`src/rtl/pipeline_pkg.sv`:
```
`default_nettype none
// ============================================================================
// Module      : pipeline_pkg
// Description : Shared constants and types for the scalar pipeline: bank
//               geometry, the PC alias register index and the control bundle.
// Revision    : 1.0 - initial release
// ============================================================================
package pipeline_pkg;

    localparam int WIDTH  = 32;
    localparam int ADDR_W = 4;
    localparam int CTRL_W = 8;

    // Register 15 aliases the PC; its read data is never bypassed
    localparam logic [3:0] PC_REG_IDX = 4'd15;

    localparam int CTRL_REGWRITE_BIT = 0;
    localparam int CTRL_MEMWRITE_BIT = 1;

    // Packed control bundle; upper bits are opaque to this stage
    typedef struct packed {
        logic [CTRL_W-3:0] opaque;
        logic              mem_write;
        logic              reg_write;
    } ctrl_t;

endpackage
`default_nettype wire

```
`src/rtl/wb_bypass_mux.sv`:
```
`default_nettype none
// ============================================================================
// Module      : wb_bypass_mux
// Description : Writeback-to-decode bypass for one register bank read port.
//               Selects the writeback data when this edge's write targets the
//               address being read (the PC alias is excluded).
// Revision    : 1.0 - initial release
// ============================================================================
module wb_bypass_mux #(
    parameter int                WIDTH  = 32,
    parameter int                ADDR_W = 4,
    parameter logic [ADDR_W-1:0] PC_IDX = '1
) (
    input  logic              we,
    input  logic [ADDR_W-1:0] wa,
    input  logic [WIDTH-1:0]  wd,
    input  logic [ADDR_W-1:0] ra,
    input  logic [WIDTH-1:0]  rd,
    output logic [WIDTH-1:0]  q
);

    logic w_hit;

    // Address match with an active write, but never on the PC alias
    assign w_hit = we && (wa == ra) && (ra != PC_IDX);
    assign q     = w_hit ? wd : rd;

endmodule
`default_nettype wire

```
`src/rtl/decode_execute_stage_reg.sv`:
```
`default_nettype none
// ============================================================================
// Module      : decode_execute_stage_reg
// Description : Decode-to-execute pipeline register with stall, flush,
//               valid tracking and a saturating inserted-bubble counter.
//               Optional macro DECODE_EXECUTE_WB_BYPASS_EN adds writeback
//               bypass on both read operands at load time.
// Revision    : 1.0 - initial release
// ============================================================================
module decode_execute_stage_reg #(
    parameter int WIDTH  = 32,
    parameter int ADDR_W = 4,
    parameter int CTRL_W = 8,
    parameter int CNT_W  = 16
) (
    input  logic              CLK,
    input  logic              RST,
    input  logic              StallE,
    input  logic              FlushE,
    input  logic              ValidD,
    input  logic [ADDR_W-1:0] RA1D,
    input  logic [ADDR_W-1:0] RA2D,
    input  logic [ADDR_W-1:0] WA3D,
    input  logic [WIDTH-1:0]  RD1D,
    input  logic [WIDTH-1:0]  RD2D,
    input  logic [WIDTH-1:0]  ImmD,
    input  logic [CTRL_W-1:0] CtrlD,
    input  logic              WE3W,
    input  logic [ADDR_W-1:0] A3W,
    input  logic [WIDTH-1:0]  WD3W,
    output logic              ValidE,
    output logic [ADDR_W-1:0] RA1E,
    output logic [ADDR_W-1:0] RA2E,
    output logic [ADDR_W-1:0] WA3E,
    output logic [WIDTH-1:0]  RD1E,
    output logic [WIDTH-1:0]  RD2E,
    output logic [WIDTH-1:0]  ImmE,
    output logic [CTRL_W-1:0] CtrlE,
    output logic [CNT_W-1:0]  BubbleCnt
);

    import pipeline_pkg::*;

    logic [WIDTH-1:0] w_rd1;
    logic [WIDTH-1:0] w_rd2;
    logic             w_bubble;

`ifdef DECODE_EXECUTE_WB_BYPASS_EN
    localparam logic [ADDR_W-1:0] c_PC_IDX = ADDR_W'(PC_REG_IDX);

    wb_bypass_mux #(
        .WIDTH  (WIDTH),
        .ADDR_W (ADDR_W),
        .PC_IDX (c_PC_IDX)
    ) u_byp_rd1 (
        .we (WE3W),
        .wa (A3W),
        .wd (WD3W),
        .ra (RA1D),
        .rd (RD1D),
        .q  (w_rd1)
    );

    wb_bypass_mux #(
        .WIDTH  (WIDTH),
        .ADDR_W (ADDR_W),
        .PC_IDX (c_PC_IDX)
    ) u_byp_rd2 (
        .we (WE3W),
        .wa (A3W),
        .wd (WD3W),
        .ra (RA2D),
        .rd (RD2D),
        .q  (w_rd2)
    );
`else
    // Without bypass the hazard unit stalls instead; writeback is ignored here
    logic w_unused_wb;
    assign w_unused_wb = ^{WE3W, A3W, WD3W};
    assign w_rd1       = RD1D;
    assign w_rd2       = RD2D;
`endif

    // A bubble enters E on any flush, or on a load of an empty decode slot
    assign w_bubble = FlushE || (!StallE && !ValidD);

    // E-side register: flush clears, stall holds, otherwise load from D
    always_ff @(posedge CLK or posedge RST) begin
        if (RST) begin
            ValidE <= 1'b0;
            RA1E   <= '0;
            RA2E   <= '0;
            WA3E   <= '0;
            RD1E   <= '0;
            RD2E   <= '0;
            ImmE   <= '0;
            CtrlE  <= '0;
        end else if (FlushE) begin
            ValidE <= 1'b0;
            RA1E   <= '0;
            RA2E   <= '0;
            WA3E   <= '0;
            RD1E   <= '0;
            RD2E   <= '0;
            ImmE   <= '0;
            CtrlE  <= '0;
        end else if (!StallE) begin
            ValidE <= ValidD;
            RA1E   <= RA1D;
            RA2E   <= RA2D;
            WA3E   <= WA3D;
            RD1E   <= w_rd1;
            RD2E   <= w_rd2;
            ImmE   <= ImmD;
            CtrlE  <= ValidD ? CtrlD : '0;
        end
    end

    // Saturating count of inserted bubbles
    always_ff @(posedge CLK or posedge RST) begin
        if (RST) begin
            BubbleCnt <= '0;
        end else if (w_bubble && (BubbleCnt != {CNT_W{1'b1}})) begin
            BubbleCnt <= BubbleCnt + 1'b1;
        end
    end

endmodule
`default_nettype wire

```
`config.mk`:
```
export PLATFORM = sky130hd
export DESIGN_NAME = decode_execute_stage_reg
export DESIGN_NICKNAME = d
export VERILOG_FILES = /design/src/rtl/pipeline_pkg.sv /design/src/rtl/wb_bypass_mux.sv /design/src/rtl/decode_execute_stage_reg.sv
export SDC_FILE = /design/constraint.sdc
export NUM_CORES = 1
export LEC_CHECK = 0
export BUFFER_PORTS_ARGS = -buffer_cell sky130_fd_sc_hd__buf_2
export CORE_MARGIN = 4
export CORE_UTILIZATION = 40
export CTS_CLUSTER_SIZE = 28
export DETAILED_ROUTE_END_ITERATION = 16
export GPL_TIMING_DRIVEN = 0
export PLACE_DENSITY = 0.74
export SYNTH_ARGS = -nofsm -noshare
export SYNTH_HDL_FRONTEND = slang
export SYNTH_HIERARCHICAL = 1
export SYNTH_SLANG_ARGS = --single-unit
```
`constraint.sdc`:
```
create_clock -name CLK -period 3.95 [get_ports CLK]
set_clock_uncertainty 0.15 [all_clocks]
set_input_delay 0.1975 -clock CLK [delete_from_list [all_inputs] [get_ports CLK]]
set_output_delay 0.1975 -clock CLK [all_outputs]
set_load 0.05 [all_outputs]
```
# Word-level counts from Yosys, hierarchy flattened
# Cells that the tools add are included.
[word_totals]
ff_bits = 133
latchBits = 0
ram_bits = 0
romBits = 0
out_inout_bits = 133
elab_cells = 34
n_memories = 0
[classes]
addsub = 1
mul = 0
div_mod_pow = 0
n_lt_le_gt_ge = 0
n_eq_ne = 2
n_shift = 0
mux = 17
bitwise = 0
n_reduce_logical = 5
[ops]
columns = ["operator", "count"]
rows = [
  ["$mux 32", 6],
  ["$mux 4", 6],
  ["$mux 8", 3],
  ["$add 16x1->16 const B", 1],
  ["$ne 16x16->1 const B", 1],
  ["$logic_and 1x1->1", 2],
  ["$logic_not 1->1", 2],
  ["$mux 1", 2],
  ["$ne 2x1->1 const B", 1],
  ["$logic_or 1x1->1", 1],
]

# Logic depth before layout (Yosys ltp)
# Gate-level depths: netlist (run 1).
[logic_depth]
ltp_word = 4
depth_mapped = 5
ltp_nobuf = 5

# Least setup slack after synthesis (run 1)
# OpenSTA, ideal clock, no wires.
[synth_timing]
path_kind = "register to register"
start = "register BubbleCnt[0]"
end = "register BubbleCnt[1]"
setup_time_ns = 0.125
arrival_time_ns = 1.738
t_required_ns = 3.675
slack_ns = 1.938
stages_incl_launch_ff = 5
n_path_buf = 0
period_less_slack_ns = 2.012
cell_sequence = "dfrtp_1 ha_1 nand3_1 o21ai_0 mux2_2"
[synth_between]
elab_chain_cells = 2
word_cells_on_any_way = 3
classes_between = "1 x add/sub; 1 x eq/ne; 1 x reduce/logical"
[synth_rtl]
columns = ["element", "line_no", "source"]
rows = [
  ["start: declaration", "decode_execute_stage_reg.sv:39", "output logic [CNT_W-1:0] BubbleCnt"],
  ["start signal: assignment", "decode_execute_stage_reg.sv:124", "BubbleCnt <= BubbleCnt + 1'b1;"],
  ["parallel branches: the longest is 2 deep, another holds $add 16x1->16", "n/a", ""],
]
# Several ways; the timed one is not identified.
# A chain may end at the register's enable or synchronous reset.

# Worst setup path in the final report (run 1)
# Same ends and word-level chain as after synthesis.

==> impl_metrics.toml, run 1 <==
[outcome]
outcome = "finished clean"

[clock_network]
clk_latency_ps = 420
clock_path_buffers = 2
root_buffer = "clkbuf_16"
cts_tree = "built"
clk_pin_slew_ps = 60
cts_buffers = 17
cts_sinks = 133
cts_setup_buffers = 0
h-tree-depth = 4

[grt]
first_global_vias = 5657
grtUsageTotal_pct = 22.8
grt_max_degree = 74
grt_remaining_overflow = 0
grt_pass1_wl_mm = 28.5
antenna_found_initial = 0

[layout]
finalInstanceArea_mm2 = 0.00879
n_fill_cell = 972
area_growth_pct = 59.6
final_net_count = 1016
instances_no_fill = 1046
drive_gt1_share_pct = 34.5
antenna_cells = 0

[place]
post-place-cells = 901
place_area_mm2 = 0.00701
hpwl_mm = 11.1
io_buffers = 250
routabilityCongestion = 0.794

[floorplan]
die_y_um = 125
dieWidth_um = 125
dieArea_mm2 = 0.0157
core_mm2 = 0.0133
rows = 42
ios = 291
initial_utilization_pct = 41.3

[yosys]
ys.warnings.count = 6
ys.flop_type = "dfrtp_1"
syn-cell-area_mm2 = 0.00551
yosysUniqueCellTypes = 28
yosysMostFrequentCell = "dfrtp_1"
postSynth.asyncResetShare_pct = 100
synth_top_area_share_pct = 60.4
ys_seq_elements = 133
synthesis.nets = 633
ys_seq_area_share_pct = 60.4
synth.avg_cell_area_um2 = 11.6
synth_edf_count = 0
synth.area.top_cells = "dfrtp_1 (60%), mux2i_1 (20%), nor2_1 (8.7%)"
syn_inst = 474
synth.largest_area_cell = "dfrtp_1"
synthTopCellsByCount = "dfrtp_1 (133), nor2_1 (128), mux2i_1 (108)"

[timing]
fmax_ghz = 0.553
grt_setup_unrepaired = "false"
finalCritPeriodShare_pct = 45.8
finalSetupTns_ps = 0
period_minus_slack_ps = 1810
drv_slew = 0
timing.hold.ws_ps = 15.5
setup_viol = 0
worst_slew_pin_slew_ps = 557
slew_headroom_pct = 62.8
finalHoldViolations = 0

[detailed_routing]
antenna_left = 0
routed_via_density = 4.91
routedWlPerCell_um = 16.9
first_pass_iters = 7
drtIter0Drc = 215
wl_mm = 17.6
drc_errors = 0
via_count = 5141

[critical_path]
cp.arrival_ps = 1960
crit_slowest_cell = "dfrtp_1"
crit_chain = "ha_1 > nand3_1 > o21ai_0 > mux2_2"
crit_family = "flip-flops"
slowest_delay_ps = 430
crit_type = "reg2reg"
r2r_slack_ps = 2140
worst-path-buf-inv = 0
cp.required_ps = 4100
crit_path_end_kind = "flop"
critPathLaunchType = "flop"
crit_fanout = 6

[hold_path]
hold_class = "in2reg"

[power_and_ir_drop]
irDropWorstVdd_mv = 0.291
p_total_mw = 4.24
power.leakage_nw = 4.85
powerDensity_mw_per_mm2 = 482

[run]
drv_cap = 0
## flip-flops by register name (all words and copies together) (netlist names), 4 cells and up
| register | count |
|---|---|
| BubbleCnt | 16 |
| CtrlE | 8 |
| ImmE | 32 |
| RA1E | 4 |
| RA2E | 4 |
| RD1E | 32 |
| RD2E | 32 |
| WA3E | 4 |
## cells in the final DEF, fill, tap and decap left out, drive strengths merged, types with 2 or more instances in the layout
cell type / synthesis / routed
nand2: 16 / 16
bufinv: 0 / 5
clkbuf: 11 / 33
clkinv: 0 / 5
and4: 3 / 3
inv: 2 / 2
mux2i: 108 / 108
nor2: 128 / 128
and3: 2 / 2
xor2: 6 / 6
nor3: 5 / 5
xnor2: 3 / 3
dfrtp: 133 / 133
dlygate4sd3: 0 / 113
nand4: 6 / 6
mux2: 3 / 3
buf: 17 / 268
a21oi: 14 / 14
nand3: 6 / 6
a41oi: 3 / 3
## tightest hold or removal path: stages
cell     delay [ps]
buf_2            80
nand2_1          50
nor2_1           90
a21oi_1          50
nor2_1           70
## path summary, 6_finish.rpt
check | start | to | depth (start not counted)
worst min-delay path | CtrlD[3] | CtrlE[3] | 5
max in group asynchronous | RST | CtrlE[1] | 4
worst max-delay path | BubbleCnt[0] | BubbleCnt[1] | 4
worst max register to register | BubbleCnt[0] | BubbleCnt[1] | 4
min in group asynchronous | RST | RD2E[16] | 3
worst min register to register | RD1E[21] | RD1E[21] | 2
## timing repair
item                                   in CTS  in global routing
resized for setup                           0                  0
endpoints found under the hold margin     172                  0
hold buffers                              113                  0
## power breakdown
part | internal [mW] | leakage [nW] | switching, mW
combinational | 0.306 | 2.76 | 0.633
sequential | 1.47 | 1.76 | 0.0999
clock | 1.16 | 0.324 | 0.569
total | 2.94 | 4.85 | 1.30
## logic make-up (layout without fill, tap and decap cells)
group / count (synthesis) / count (layout) / share of synthesized area (%)
flip-flops: 133 / 133 / 60.4
XOR/XNOR: 9 / 9 / 1.43
adder cells (fa/ha/maj): 1 / 1 / 0.227
buffers and inverters: 30 / 426 / 2.50
AO/OA/AOI/OAI: 20 / 20 / 2.32
AND/OR/NAND/NOR: 170 / 170 / 12.9
multiplexers: 111 / 111 / 20.2
## metal layers
layer / up-vias / global-route usage (%) / share of wire [%]
li1: 2364 / - / -
met1: 2487 / 23.2 / 36
met2: 233 / 41.4 / 53
met3: 57 / 7.04 / 6.7
met4: 0 / 12.5 / 3.9
met5: - / 0 / 0
## area by class of cell
type,count,area (µm²),share of cell area (%)
Timing Repair Buffer,364,2410,27.4
Inverter,2,12.5,0.142
Multi-Input combinational cell,311,2040,23.2
Tap cell,176,220,2.50
Clock buffer,22,474,5.39
Sequential cell,133,3330,37.8
Clock inverter,10,175,1.99
Buffer,28,130,1.48
## stage by stage
| stage | util, % | setup slack [ps] |
|---|---|---|
| floorplan | - | 48.1 |
| global placement | 52.3 | -1210 |
| detailed placement | 52.5 | 2160 |
| CTS | 65.9 | 2140 |
| global route | 65.9 | 2000 |
| finish | 65.9 | 2140 |
No activity file was read; power rests on OpenSTA's default activity.
==> run 2, diff against run 1 <==
ABC_AREA = 1   (was default)
PLACE_DENSITY = 0.71   (was 0.74)
clock period = 1.84 ns   (was 3.95 ns; I/O delays follow)
==> run 2 against run 1 <==
Against the previous run: routed wire length rose by 13%; synthesized cell count rose by 38%; first-iteration DRC count rose by 45%; worst setup slack got worse by 2000 ps; die area rose by 1.7%; utilization rose by 1.2 points; via count rose by 20%.
==> impl_metrics.toml, run 2 <==
[clock_network]
root_buffer = "clkbuf_16"
clk_latency_ps = 420
clock_path_buffers = 2
cts_buffers = 17
clk_pin_slew_ps = 60
cts_sinks = 133
h-tree-depth = 4
cts_tree = "built"

[place]
routabilityCongestion = 0.788
post-place-cells = 1085
hpwl_mm = 12.6
io_buffers = 252

[floorplan]
dieWidth_um = 126
dieArea_mm2 = 0.0160
initial_utilization_pct = 41.5
ios = 291
die_y_um = 126
rows = 42
core_mm2 = 0.0135

[hold_path]
hold_class = "in2reg"
hold_depth = 4

[yosys]
synth.avg_cell_area_um2 = 8.57
postSynth.asyncResetShare_pct = 100
yosysMostFrequentCell = "nand2_1"
yosysUniqueCellTypes = 23
ys_seq_area_share_pct = 59.4
syn-cell-area_mm2 = 0.00561
ys_seq_elements = 133
ys.flop_type = "dfrtp_1"
synth.largest_area_cell = "dfrtp_1"
synthesis.nets = 813
ys.warnings.count = 6
synth_edf_count = 0
synth_top_area_share_pct = 59.4
synth.area.top_cells = "dfrtp_1 (59%), nand2_1 (20%), nand3_1 (12%)"
synthTopCellsByCount = "nand2_1 (294), nand3_1 (134), dfrtp_1 (133)"
syn_inst = 654

[layout]
top_regs = "ImmE: 32 flops, RD1E: 32 flops, RD2E: 32 flops"
drive_gt1_share_pct = 29.2
area_growth_pct = 61.5
final_net_count = 1213
final_common_cell = "nand2_1"
final_util_pct = 67.1
instances_no_fill = 1243
layout_common_cells = "nand2_1 (294), buf_2 (262), nand3_1 (134)"
n_fill_cell = 1056

[detailed_routing]
routedWlPerCell_um = 16.0
via_count = 6152
routed_via_density = 4.95
drtIter0Drc = 311
wl_mm = 19.9
drc_errors = 0
first_pass_iters = 5
antenna_left = 0

[run]
drv_cap = 0

[critical_path]
reg2reg_from = "BubbleCnt[0]"
r2r_slack_ps = 180
crit_fanout = 9
crit_type = "reg2reg"
worstRegToRegCells = 8
crit_path_end_kind = "flop"
critPathLaunchType = "flop"
cp-startpoint = "BubbleCnt[0]"
cp.arrival_ps = 1860
r2r-end = "BubbleCnt[5]"
cp.required_ps = 2030
worstSetupEndpoint = "BubbleCnt[5]"

[power_and_ir_drop]
irDropWorstVdd_mv = 0.578
power.leakage_nw = 5.09
p_total_mw = 8.75
powerDensity_mw_per_mm2 = 966

[timing]
fmax_ghz = 0.602
worst_slew_pin_slew_ps = 668
grt_setup_unrepaired = "false"
period_minus_slack_ps = 1660
finalHoldViolations = 0
finalCritPeriodShare_pct = 90.3
drv_slew = 0
setup_viol = 0
slew_headroom_pct = 55.4
finalSetupTns_ps = 0

[grt]
grtUsageTotal_pct = 25.2
grt_pass1_wl_mm = 32.2
grt_max_degree = 42
grt_remaining_overflow = 0
antenna_found_initial = 0
first_global_vias = 6474

[outcome]
outcome = "finished clean"
[run 2: cell types whose count changed in the layout (fill, tap and decap cells not counted), moves of 11 or more]
| cell | before | now |
|---|---|---|
| nand3_1 | 6 | 134 |
| a21oi_1 | 14 | 1 |
| nand2_1 | 16 | 294 |
| buf_1 | 2 | 13 |
| dlygate4sd3_1 | 113 | 126 |
| nor2_1 | 128 | 16 |
| inv_1 | 1 | 12 |
| mux2i_1 | 108 | 0 |
[run 2: how the worst min path moves through the flow]
stage                  start       end  slack (ps)
finish                FlushE    ValidE          20
global placement    ImmD[27]  ImmE[27]         140
CTS                   FlushE    ValidE          20
detailed placement       RST  RD2E[17]          70
global route          FlushE    ValidE          50
floorplan            ImmD[0]   ImmE[0]          50
[run 2: per-layer routing]
| metal | up-vias | wire (µm) | GRT usage [%] |
|---|---|---|---|
| li1 | 2899 | - | - |
| met1 | 2874 | 7610 | 29.1 |
| met2 | 290 | 9860 | 41.3 |
| met3 | 89 | 1300 | 6.85 |
| met4 | 0 | 1100 | 15.9 |
| met5 | - | 0 | 0 |
[run 2: cell type report]
class | instances | area [µm²] | share of cell area (%)
multi-input cells | 467 | 2050 | 22.6
diodes | 1 | 2.50 | 0.0276
clock buffers | 23 | 488 | 5.39
well taps | 176 | 220 | 2.43
flip-flops and latches | 133 | 3330 | 36.8
inverters | 15 | 60.1 | 0.663
clock inverters | 8 | 146 | 1.62
repair buffers | 381 | 2580 | 28.5
plain buffers | 39 | 178 | 1.96
[run 2: cell families after synthesis]
| logic type | after synthesis | synth area share [%] |
|---|---|---|
| AOI/OAI and AO/OA | 3 | 0.669 |
| DFF | 133 | 59.4 |
| adders and majority gates | 1 | 0.223 |
| buffers and inverters | 54 | 4.17 |
| and+or+nand+nor | 458 | 34.8 |
| xor gates and xnor gates | 5 | 0.781 |
[run 2: repair_timing]
item                                   in CTS  in global routing
endpoints found under the hold margin     143                  0
setup endpoints to repair                   0                  9
resized for setup                           0                  2
hold buffers                              126                  0
buffers inserted                            0                  0
[run 2: worst max-delay path, cell delays in order (launching register included)]
cell     delay [ps]
dfrtp_2         440
ha_1            230
inv_1           140
nor2_8           70
nand2_2         120
nor2_1           90
nor2_4          200
nand2_1          70
nand2_1          70
[run 2: report_power, final]
group | internal (mW) | total, mW | switching (mW)
clock network | 2.40 | 3.64 | 1.24
registers | 3.12 | 3.29 | 0.165
logic | 0.559 | 1.82 | 1.26
[run 2: metrics by stage]
stage | instance area (µm²) | hold slack, ps | setup WS, ps
final | 9060 | 22.9 | 179
after global routing | 9050 | 47.1 | 26.2
after CTS | 9050 | 17.9 | 41.7
after detailed placement | 7150 | 70.7 | 59.0
after global placement | 7090 | 136 | -946
after floorplan | 5610 | 51.6 | -53.2
==> run 3, diff against run 2 <==
CAP_MARGIN = 20   (was default)
CTS_BUF_LIST = sky130_fd_sc_hd__clkbuf_4   (was default)
clock period = 1.81 ns   (was 1.84 ns; I/O delays follow)
==> run 3 against run 2 <==
Against the previous run: the flow now finishes with violations (setup timing); worst setup slack got worse by 210 ps; sequential share of layout area is 2.6 points lower; global-route usage rose by 3.2 points; utilization rose by 5.1 points.
==> impl_metrics.toml, run 3 (synthesis gave the netlist of run 2 again) <==
[detailed_routing]
drc_errors = 0
wl_mm = 22.7
drtIter0Drc = 427
antenna_left = 0
via_count = 6712
routedWlPerCell_um = 16.9
routed_via_density = 5.00
first_pass_iters = 5

[power_and_ir_drop]
switching_power_mw = 2.64
swShare_pct = 34.7
clkPwrFrac_pct = 29.2
irDropWorstVdd_mv = 0.435
p_seq_share_pct = 43.8
power.leakage_nw = 5.32
power_frac_comb_pct = 27.0
power.internal_mw = 4.97
powerDensity_mw_per_mm2 = 781

[layout]
area_growth_pct = 73.8
layout_common_cells = "nand2_1 (294), buf_2 (260), dlygate4sd3_1 (221)"
final_util_pct = 72.2
final_common_cell = "nand2_1"
drive_gt1_share_pct = 27.6
final_net_count = 1313
top_regs = "ImmE: 32 flops, RD1E: 32 flops, RD2E: 32 flops"

[clock_network]
clk_pin_slew_ps = 120
root_buffer = "clkbuf_4"
h-tree-depth = 4
cts_sinks = 133
cts_tree = "built"
clk_latency_ps = 550
clock_path_buffers = 2
cts_buffers = 17

[timing]
drv_slew = 0
setup_viol = 2
period_minus_slack_ps = 1840
grt_setup_unrepaired = "false"
finalCritPeriodShare_pct = 101
worst_slew_pin_slew_ps = 736
final.setup.worst_slack_ps = -26.3
finalHoldViolations = 0
fmax_ghz = 0.545
slew_headroom_pct = 50.6

[hold_path]
min_from = "StallE"
hold_class = "in2reg"

[grt]
first_global_vias = 7152
grt_remaining_overflow = 0
antenna_found_initial = 1
grt_pass1_wl_mm = 36.1
grt_max_degree = 42
grtUsageTotal_pct = 28.4

[place]
post-place-ws_ps = 29.0
io_buffers = 252
routabilityCongestion = 0.788
hpwl_mm = 12.6

[critical_path]
crit_fanout = 10
crit_path_end_kind = "flop"
cp.arrival_ps = 2180
cp.required_ps = 2150
crit_type = "in2reg"
cp-startpoint = "StallE"
reg2reg_from = "BubbleCnt[0]"
critPathLaunchType = "input port"

[floorplan]
rows = 42
initial_utilization_pct = 41.5
core_mm2 = 0.0135
dieArea_mm2 = 0.0160
die_y_um = 126
dieWidth_um = 126
ios = 291

[run]
drv_cap = 0

[outcome]
violations = "setup timing"
outcome = "finished with violations"
## run 3: power groups by stage
stage,sequential [mW],clock (mW),combinational (mW)
floorplan,4.07,0,0.423
global placement,3.38,0,1.60
detailed placement,3.38,0,1.63
CTS,3.33,2.23,1.98
global route,3.36,2.38,2.19
finish,3.33,2.22,2.05
## run 3: worst max-delay path, cell delays in order
cell           delay [ps]
buf_2                 130
buf_6                 190
dlygate4sd3_1         570
buf_2                 210
buf_4                 220
nand3_1               120
nand2_1                90
dlygate4sd3_1         550
## run 3: final timing paths
| check | endpoint | slack [ps] | cells past startpoint |
|---|---|---|---|
| worst max-delay path | RA2E[3] | -30 | 8 |
| worst min-delay path | BubbleCnt[14] | 100 | 7 |
| worst max register to register | BubbleCnt[3] | 110 | 8 |
| worst min register to register | CtrlE[2] | 370 | 2 |
| max in group asynchronous | RA2E[1] | 130 | 6 |
| min in group asynchronous | RD2E[15] | 660 | 4 |
## run 3: layer usage
layer  vias up  GRT usage, %  share of wire (%)
met5         -             0                  0
met4         0          14.6                4.2
met3        83          8.66                7.5
met2       350          48.1                 50
met1      3181          32.3                 38
li1       3098             -                  -
## run 3: cell type report
cell class	count	area [µm²]
antenna	1	2.50
buffer	39	193
clock buffer	19	143
clock inverter	12	161
fill	946	3760
inverter	15	62.6
multi-input combinational	469	2080
sequential	133	3330
tap	176	220
timing repair buffer	478	3550
timing repair inverter	1	5.00
## run 3: what timing repair did
item,4_1_cts,5_1_grt
gates resized for setup,1,25
endpoints found under the hold margin,227,0
endpoints found under the setup margin,2,74
buffers inserted,0,1
cloned,0,3
hold buffers,222,0
pin swaps,0,2
## run 3: per-stage QoR
| stage | power [mW] | setup TNS, ps | instance area [µm²] | hold slack (ps) | cells |
|---|---|---|---|---|---|
| floorplan | 4.49 | -11990 | 5610 | 50.1 | 654 |
| global placement | 4.98 | -128470 | 7090 | 134 | 1082 |
| detailed placement | 5.01 | 0 | 7150 | 69.2 | 1085 |
| CTS | 7.54 | 0 | 9680 | 12.3 | 1338 |
| global route | 7.93 | 0 | 9750 | 76.2 | 1343 |
| finish | 7.61 | -39.0 | 9750 | 100 | 1343 |
